[src/rtl/tester_pkg.sv]
// Shared tester definitions: result word width and the transmit sequencer states.
// UTX_SEQ_EOL_EN adds the LOAD_EOL state used for the optional terminator word.
package tester_pkg;

  localparam int UTX_WORD_W = 6;

  typedef enum logic [2:0] {
    IDLE,
    LOAD,
`ifdef UTX_SEQ_EOL_EN
    LOAD_EOL,
`endif
    START,
    WAIT
  } utx_seq_state_t;

endpackage

[src/rtl/utx_fifo.sv]
// Circular-buffer FIFO with wrap-bit pointers; flush overrides push and pop.
module utx_fifo #(
  parameter int DEPTH = 16,
  parameter int W     = 6,
  localparam int AW   = $clog2(DEPTH),
  localparam int PW   = AW + 1
) (
  input  logic          clk,
  input  logic          rst_n,
  input  logic          push,
  input  logic          pop,
  input  logic          flush,
  input  logic [W-1:0]  wr_data,
  output logic [W-1:0]  rd_data,
  output logic          full,
  output logic          empty,
  output logic [PW-1:0] level
);

  logic [PW-1:0] wr_ptr;
  logic [PW-1:0] rd_ptr;
  logic [W-1:0]  mem [DEPTH];
  logic          do_push;
  logic          do_pop;

  assign full    = (wr_ptr[AW-1:0] == rd_ptr[AW-1:0]) && (wr_ptr[AW] != rd_ptr[AW]);
  assign empty   = (wr_ptr == rd_ptr);
  assign level   = wr_ptr - rd_ptr;
  assign rd_data = mem[rd_ptr[AW-1:0]];
  assign do_push = push && !full && !flush;
  assign do_pop  = pop && !empty && !flush;

  // NOTE: state registers use non-blocking assignments so every flop samples pre-edge values.
  always_ff @(posedge clk or negedge rst_n) begin
    if (!rst_n) begin
      wr_ptr <= '0;
      rd_ptr <= '0;
    end else if (flush) begin
      rd_ptr <= wr_ptr;
    end else begin
      if (do_push) wr_ptr <= wr_ptr + 1'b1;
      if (do_pop)  rd_ptr <= rd_ptr + 1'b1;
    end
  end

  // NOTE: storage is deliberately not reset; empty/full come from the pointers alone.
  always_ff @(posedge clk) begin
    if (do_push) mem[wr_ptr[AW-1:0]] <= wr_data;
  end

endmodule

[src/rtl/utx_seq.sv]
// Transmit sequencer feeding uart_tx one buffered word per start/done handshake.
// Optional terminator word after each drained burst when UTX_SEQ_EOL_EN is defined.
module utx_seq
  import tester_pkg::*;
#(
  parameter int                    DEPTH    = 16,
  parameter logic [UTX_WORD_W-1:0] EOL_CODE = 6'h0A,
  localparam int                   LW       = $clog2(DEPTH) + 1
) (
  input  logic                  in_clk,
  input  logic                  in_rst,
  input  logic [UTX_WORD_W-1:0] in_wr_data,
  input  logic                  in_wr_vld,
  output logic                  out_wr_rdy,
  input  logic                  in_flush,
  output logic [LW-1:0]         out_level,
  output logic                  out_drop,
  output logic [UTX_WORD_W-1:0] out_mem,
  output logic                  out_utx_st,
  input  logic                  in_utx_bs,
  input  logic                  in_utx_rd
);

  utx_seq_state_t        state;
  logic                  fifo_full;
  logic                  fifo_empty;
  logic                  fifo_pop;
  logic [UTX_WORD_W-1:0] fifo_head;
  logic                  unused_in;

  assign out_wr_rdy = !fifo_full;
  assign fifo_pop   = (state == LOAD);

  utx_fifo #(
    .DEPTH (DEPTH),
    .W     (UTX_WORD_W)
  ) u_fifo (
    .clk     (in_clk),
    .rst_n   (in_rst),
    .push    (in_wr_vld),
    .pop     (fifo_pop),
    .flush   (in_flush),
    .wr_data (in_wr_data),
    .rd_data (fifo_head),
    .full    (fifo_full),
    .empty   (fifo_empty),
    .level   (out_level)
  );

  always_ff @(posedge in_clk or negedge in_rst) begin
    if (!in_rst) begin
      out_drop <= 1'b0;
    end else if (in_flush) begin
      out_drop <= 1'b0;
    end else if (in_wr_vld && fifo_full) begin
      out_drop <= 1'b1;
    end
  end

  // Busy is not consulted: a start issued while uart_tx is busy is simply
  // covered by waiting for that transfer's done pulse.
`ifdef UTX_SEQ_EOL_EN
  logic eol_pending;

  assign unused_in = in_utx_bs;

  always_ff @(posedge in_clk or negedge in_rst) begin
    if (!in_rst) begin
      eol_pending <= 1'b0;
    end else if (state == LOAD) begin
      eol_pending <= 1'b1;
    end else if (state == LOAD_EOL) begin
      eol_pending <= 1'b0;
    end
  end
`else
  assign unused_in = in_utx_bs ^ (^EOL_CODE);
`endif

  always_ff @(posedge in_clk or negedge in_rst) begin
    if (!in_rst) begin
      state      <= IDLE;
      out_mem    <= '0;
      out_utx_st <= 1'b0;
    end else begin
      out_utx_st <= 1'b0;
      case (state)
        IDLE: begin
          if (!fifo_empty) begin
            state <= LOAD;
`ifdef UTX_SEQ_EOL_EN
          end else if (eol_pending) begin
            state <= LOAD_EOL;
`endif
          end
        end
        LOAD: begin
          out_mem    <= fifo_head;
          out_utx_st <= 1'b1;
          state      <= START;
        end
`ifdef UTX_SEQ_EOL_EN
        LOAD_EOL: begin
          out_mem    <= EOL_CODE;
          out_utx_st <= 1'b1;
          state      <= START;
        end
`endif
        START: state <= WAIT;
        WAIT: begin
          if (in_utx_rd) state <= IDLE;
        end
        default: state <= IDLE;
      endcase
    end
  end

endmodule
[config.mk]
export PLATFORM = sky130hd
export DESIGN_NAME = utx_seq
export DESIGN_NICKNAME = d
export VERILOG_FILES = /design/src/rtl/tester_pkg.sv /design/src/rtl/utx_fifo.sv /design/src/rtl/utx_seq.sv
export SDC_FILE = /design/constraint.sdc
export NUM_CORES = 1
export LEC_CHECK = 0
export ABC_AREA = 1
export ABC_CLOCK_PERIOD_IN_PS = 2600
export BUFFER_PORTS_ARGS = -buffer_cell sky130_fd_sc_hd__buf_4
export CORE_AREA = 2 2 110 112
export CTS_BUF_LIST = sky130_fd_sc_hd__clkbuf_4 sky130_fd_sc_hd__clkbuf_8
export CTS_CLUSTER_DIAMETER = 120
export DETAILED_ROUTE_END_ITERATION = 8
export DIE_AREA = 0 0 112 114
export GPL_ROUTABILITY_DRIVEN = 0
export GPL_TIMING_DRIVEN = 1
export PLACE_DENSITY = 0.66
export SLEW_MARGIN = 20
export SYNTH_ARGS = -nofsm -noshare
export SYNTH_HDL_FRONTEND = slang
export SYNTH_HIERARCHICAL = 1
export SYNTH_SLANG_ARGS = --single-unit
[constraint.sdc]
create_clock -name in_clk -period 2.6 [get_ports in_clk]
set_input_delay 0.52 -clock in_clk [delete_from_list [all_inputs] [get_ports in_clk]]
set_output_delay 0.52 -clock in_clk [all_outputs]
set_load 0.01 [all_outputs]
# Word level (Yosys, flattened, before mapping)
# Memories as Yosys holds them, arrays and structs flattened. A register that Yosys moved wholly into a read port is not among the register bits.
# Cells that the tools add are included.
word_totals:
  ramBits: 96
  n_memories: 1
  input_bits: 12
  register_bits: 15
  out_inout_bits: 14
  word_cells: 43
classes:
  n_bitwise: 1
  n_reduce_logical: 15
  mux: 10
  eq_ne: 8
  addsub: 3
mem_list:
  columns: ["name", "depth", "width", "rd", "rd_ports_with_merged_regs", "wr", "line_no", "rtl"]
  rows:
  - ["u_fifo.mem", 16, 6, 1, 1, 1, "utx_fifo.sv:22", "logic [W-1:0] mem [DEPTH];"]
ops:
  columns: ["operator", "count"]
  rows:
  - ["$pmux W3 S4", 1]
  - ["$add A5 B1 Y5 const B", 2]
  - ["$mux W5", 2]
  - ["$eq A3 B2 Y1 const B", 2]
  - ["$logic_and A1 B1 Y1", 6]
  - ["$mux W3", 2]
  - ["$eq A5 B5 Y1", 1]
  - ["$mux W1", 5]
  - ["$sub A5 B5 Y5", 1]
  - ["$eq A4 B4 Y1", 1]
  - ["$logic_not A1 Y1", 4]
  - ["$ne A2 B2 Y1 const B", 2]
  - ["$reduce_and A2 Y1", 2]
  - ["$reduce_bool A2 Y1", 2]
  - ["$eq A3 B1 Y1 const B", 1]
  - ["$logic_not A3 Y1", 1]
  - ["$ne A1 B1 Y1", 1]
  - ["$not A1 Y1", 1]

# Logic depth before layout (Yosys ltp)
logic_depth:
  word_depth: 7
  depth_mapped: 13
  ltp_nobuf: 11

# Modules after synthesis
# Netlist, hierarchy kept.
modules_own_cells:
  columns: ["mod", "cells_each", "n_inst", "seq_area_each_um2", "area_per_inst_um2"]
  rows:
  - ["utx_fifo", 556, 1, 3133.0, 5156.2]
  - ["utx_seq", 55, 1, 250.2, 486.7]

# Least setup slack after synthesis
# Ideal clock, no wire load.
synth_timing:
  path_type: "register -> register"
  from: "register u_fifo.rd_ptr[1]"
  to: "memory u_fifo.mem[10][0] (enable)"
  arrival_ps: 1826
  n_path_buf: 3
  synth_period_minus_slack_ps: 2175
  setup_slack_ps: 425
  required_time_ps: 2250
  setup_ps: 350
  stages_incl_launch_ff: 11
  path_cell_list: "dfrtp_1 > buf_2 > inv_2 > buf_2 > ha_1 > nand3_1 > nor2_2 > nand2_2 > nand2_4 > buf_4 > nor2_1"
synth_via:
  elab_chain_cells: 7
synth_lines:
  columns: ["item", "line_no", "rtl"]
  rows:
  - ["start, declared", "utx_fifo.sv:21", "logic [PW-1:0] rd_ptr;"]
  - ["start signal, assigned", "utx_fifo.sv:39", "rd_ptr <= wr_ptr;"]
  - ["start signal, assigned", "utx_fifo.sv:42", "if (do_pop) rd_ptr <= rd_ptr + 1'b1;"]
  - ["$eq A4 B4 Y1", "utx_fifo.sv:26", "assign full = (wr_ptr[AW-1:0] == rd_ptr[AW-1:0]) && (wr_ptr[AW] != rd_ptr[AW]);"]
  - ["$logic_and A1 B1 Y1", "utx_fifo.sv:26", null]
  - ["$logic_not A1 Y1", "utx_fifo.sv:30", "assign do_push = push && !full && !flush;"]
  - ["$logic_and A1 B1 Y1 (2 in series)", "utx_fifo.sv:30", null]
  - ["$mux W1", "utx_fifo.sv:48", "if (do_push) mem[wr_ptr[AW-1:0]] <= wr_data;"]
  - ["$mux W1 (not written as such)", "utx_fifo.sv:48", null]
  - ["end, declared", "utx_fifo.sv:22", null]
# No other way between the ends.

# Worst setup path after layout
layout_timing:
  from: "register u_fifo.wr_ptr[0]"
  to: "output out_level[4]"
layout_via:
  elab_chain_cells: 1
layout_lines:
  columns: ["item", "line_no", "rtl"]
  rows:
  - ["start, declared", "utx_fifo.sv:20", "logic [PW-1:0] wr_ptr;"]
  - ["start signal, assigned", "utx_fifo.sv:41", "if (do_push) wr_ptr <= wr_ptr + 1'b1;"]
  - ["$sub A5 B5 Y5", "utx_fifo.sv:28", "assign level = wr_ptr - rd_ptr;"]
  - ["end, declared", "utx_seq.sv:16", "output logic [LW-1:0] out_level,"]
# No other way between the ends.

==> results.txt <==
Fillers = 1033
Final hold violation count = 0
CP endpoint kind = output port
VDD IR-drop max = 0.000422 V
Die width = 112 um
Final Cycle Share = 95.5%
Area Overhead vs Synth = 13.4%
# nets final = 670
Final min period = 2.48 ns
Relative slew slack = 62.3%
Yosys warns = 6
Syn Inst Count = 611
DP Worst Slack = 0.368 ns
Setup TNS = 0 ns
Synth area leaders = edfxtp_1 (51%), nand2_1 (14%), dfrtp_1 (8.9%)
I/O Buffers = 24
Worst setup margin = 0.118 ns
Vias in the first global route = 3715
DR WL/cell = 15.0 um
Fraction of layout cells with a size suffix above 1 = 12.5%
Post-synth EDFFs = 96
WP data required = 2.08 ns
GR Overflow Total = 0
RSZ-0062 raised after global routing = false
Via count = 4013
Final Non-Filler Cells = 803
Pwr per Cell Area = 1090 mW/mm2
Initial Util = 48.2%
Routed Antenna Nets = 0
Unique masters post-synth = 23
Max-Cap Viols = 0
Util after Layout = 54.6%
Commonest cells after routing, fill and taps aside = nand2_1 (204), inv_1 (113), edfxtp_1 (96), nand3_1 (76), buf_4 (34)
Maximum clock rate = 403 MHz
Most common cell after layout, fill and taps aside = nand2_1
DIE AREA = 0.0128 mm2
Max FO, Critical Path = 4
Clock sink total = 116
Cts bufs inserted = 17
Slew @ Worst Pin = 0.564 ns
Core area = 0.0117 mm2
I/O pins = 26
#FFs+latches synth = 116
H-tree levels = 4
Post-DP HPWL = 7.81 mm
Routed WL = 12.1 mm
Clock Latency Late Sink = 0.44 ns
Placed Cells = 769
CP startpoint kind = flip-flop
Routed vias/inst = 5.00
Syn Area/Cell = 9.24 um2
Antenna violations before repair = 0
Clock Path Buffers = 2
Outcome = completed
First-pass GRT wire length = 19.0 mm
Root Buffer = clkbuf_8
Drt pass-1 iters = 5
CTS tree = yes
Synth top area share = 51.1%
Synth Cell Area = 0.00564 mm2
Setup Crit Path Kind = reg2out
Initial DRC Count = 228
Largest net degree at the start of global routing = 34
Hold_ws = 0.327 ns
Leak = 0.00297 uW
# DRC = 0
Row cnt = 40
Ys async rst share = 17.2%
Final setup viols = 0
Synthesized Nets = 638
All-Layer GR Usage = 19.9%
ANT cells = 0
Main synth FF type = edfxtp_1
Type of the worst min-delay path = in2reg
Clock skew = 0.0107 ns
Slew Limit Fails = 0
Register area share after synthesis = 60.0%
CTS clk-pin slew, worst paths = 0.07 ns
Die Height = 114 um
Crit path DAT = 1.96 ns
Cell taking the most area after synthesis = edfxtp_1
repair_timing:
action | in CTS | in global routing
setup endpoints to repair | 1 | 1
cloned | 0 | 0
buffers inserted | 0 | 1
gates resized for setup | 1 | 2
hold endpoints to repair | 20 | 0
hold buffers | 1 | 0
registers in the layout (all words and copies together) (netlist names):
| register | flops |
|---|---|
| out_drop | 1 |
| out_mem | 6 |
| out_utx_st | 1 |
| state | 2 |
| u_fifo/mem | 96 |
| u_fifo/rd_ptr | 5 |
| u_fifo/wr_ptr | 5 |
metrics by stage:
step / power (uW) / cell area (um2)
CTS: 6960 / 6390
floorplan: 4260 / 5640
global route: 7410 / 6400
finish: 6960 / 6400
global placement: 5060 / 5930
detailed placement: 5130 / 5930
area by class of cell:
type / instances / area (um2) / area share [%]
clock inverter: 14 / 201 / 3.15
clock buffer: 18 / 241 / 3.77
multi-input combinational: 353 / 1660 / 25.9
inverter: 119 / 447 / 6.98
timing repair buffer: 36 / 285 / 4.46
tap: 147 / 184 / 2.87
sequential: 116 / 3380 / 52.9
critical path, cell delays in order (launching register included):
cell and delay, ns:
dfrtp_2 0.42, inv_2 0.10, ha_1 0.15, inv_1 0.07
fa_2 0.36, nand3_1 0.08, nand2_1 0.06, xor2_1 0.14
buf_4 0.15
synth_stat cells (all sizes together) (3+ instances only):
| cell type | n |
|---|---|
| a21oi | 4 |
| buf | 23 |
| dfrtp | 20 |
| edfxtp | 96 |
| ha | 14 |
| inv | 118 |
| nand2 | 209 |
| nand3 | 76 |
| nor2 | 28 |
| o21ai | 11 |
| xnor2 | 3 |
| xor2 | 6 |
layer usage:
layer | track usage, % | up-vias | part of all wire, %
li1 | - | 1973 | -
met1 | 26.9 | 1904 | 44
met2 | 31.4 | 118 | 48
met3 | 4.94 | 18 | 6.6
met4 | 8.05 | 0 | 1.9
met5 | 0 | - | 0
kinds of logic (layout without fill, tap and decap cells):
| kind of cell | after synthesis | count (layout) | share of synthesized area, % |
|---|---|---|---|
| AND/OR/NAND/NOR | 313 | 313 | 22.9 |
| buffers and inverters | 142 | 187 | 10.8 |
| adder cells (fa/ha/maj) | 15 | 15 | 3.46 |
| flip-flops | 116 | 116 | 60.0 |
| XOR/XNOR | 9 | 9 | 1.40 |
| AO/OA/AOI/OAI | 16 | 16 | 1.53 |
path summary, 6_finish.rpt:
path | slack (ns) | end | from | depth (start not counted)
worst max-delay path | 0.12 | out_level[4] | u_fifo/wr_ptr[0]$_DFFE_PN0P_ | 8
worst min-delay path | 0.33 | out_drop$_DFFE_PN0P_ | in_flush | 2
worst max register to register | 0.37 | u_fifo/mem[11][3]$_DFFE_PP_ | u_fifo/rd_ptr[3]$_DFFE_PN0P_ | 7
worst min register to register | 0.52 | out_mem[5]$_DFFE_PN0N_ | out_mem[5]$_DFFE_PN0N_ | 2
max in group asynchronous | 1.86 | u_fifo/wr_ptr[0]$_DFFE_PN0P_ | in_rst | 2
min in group asynchronous | 0.51 | out_mem[2]$_DFFE_PN0N_ | in_rst | 2
report_power, final:
group | switching [uW] | leakage (uW) | internal (uW)
sequential | 137 | 0.00112 | 2230
clock | 759 | 0.000217 | 1060
combinational | 1750 | 0.00164 | 1020
(Power assumes the default switching activity.)
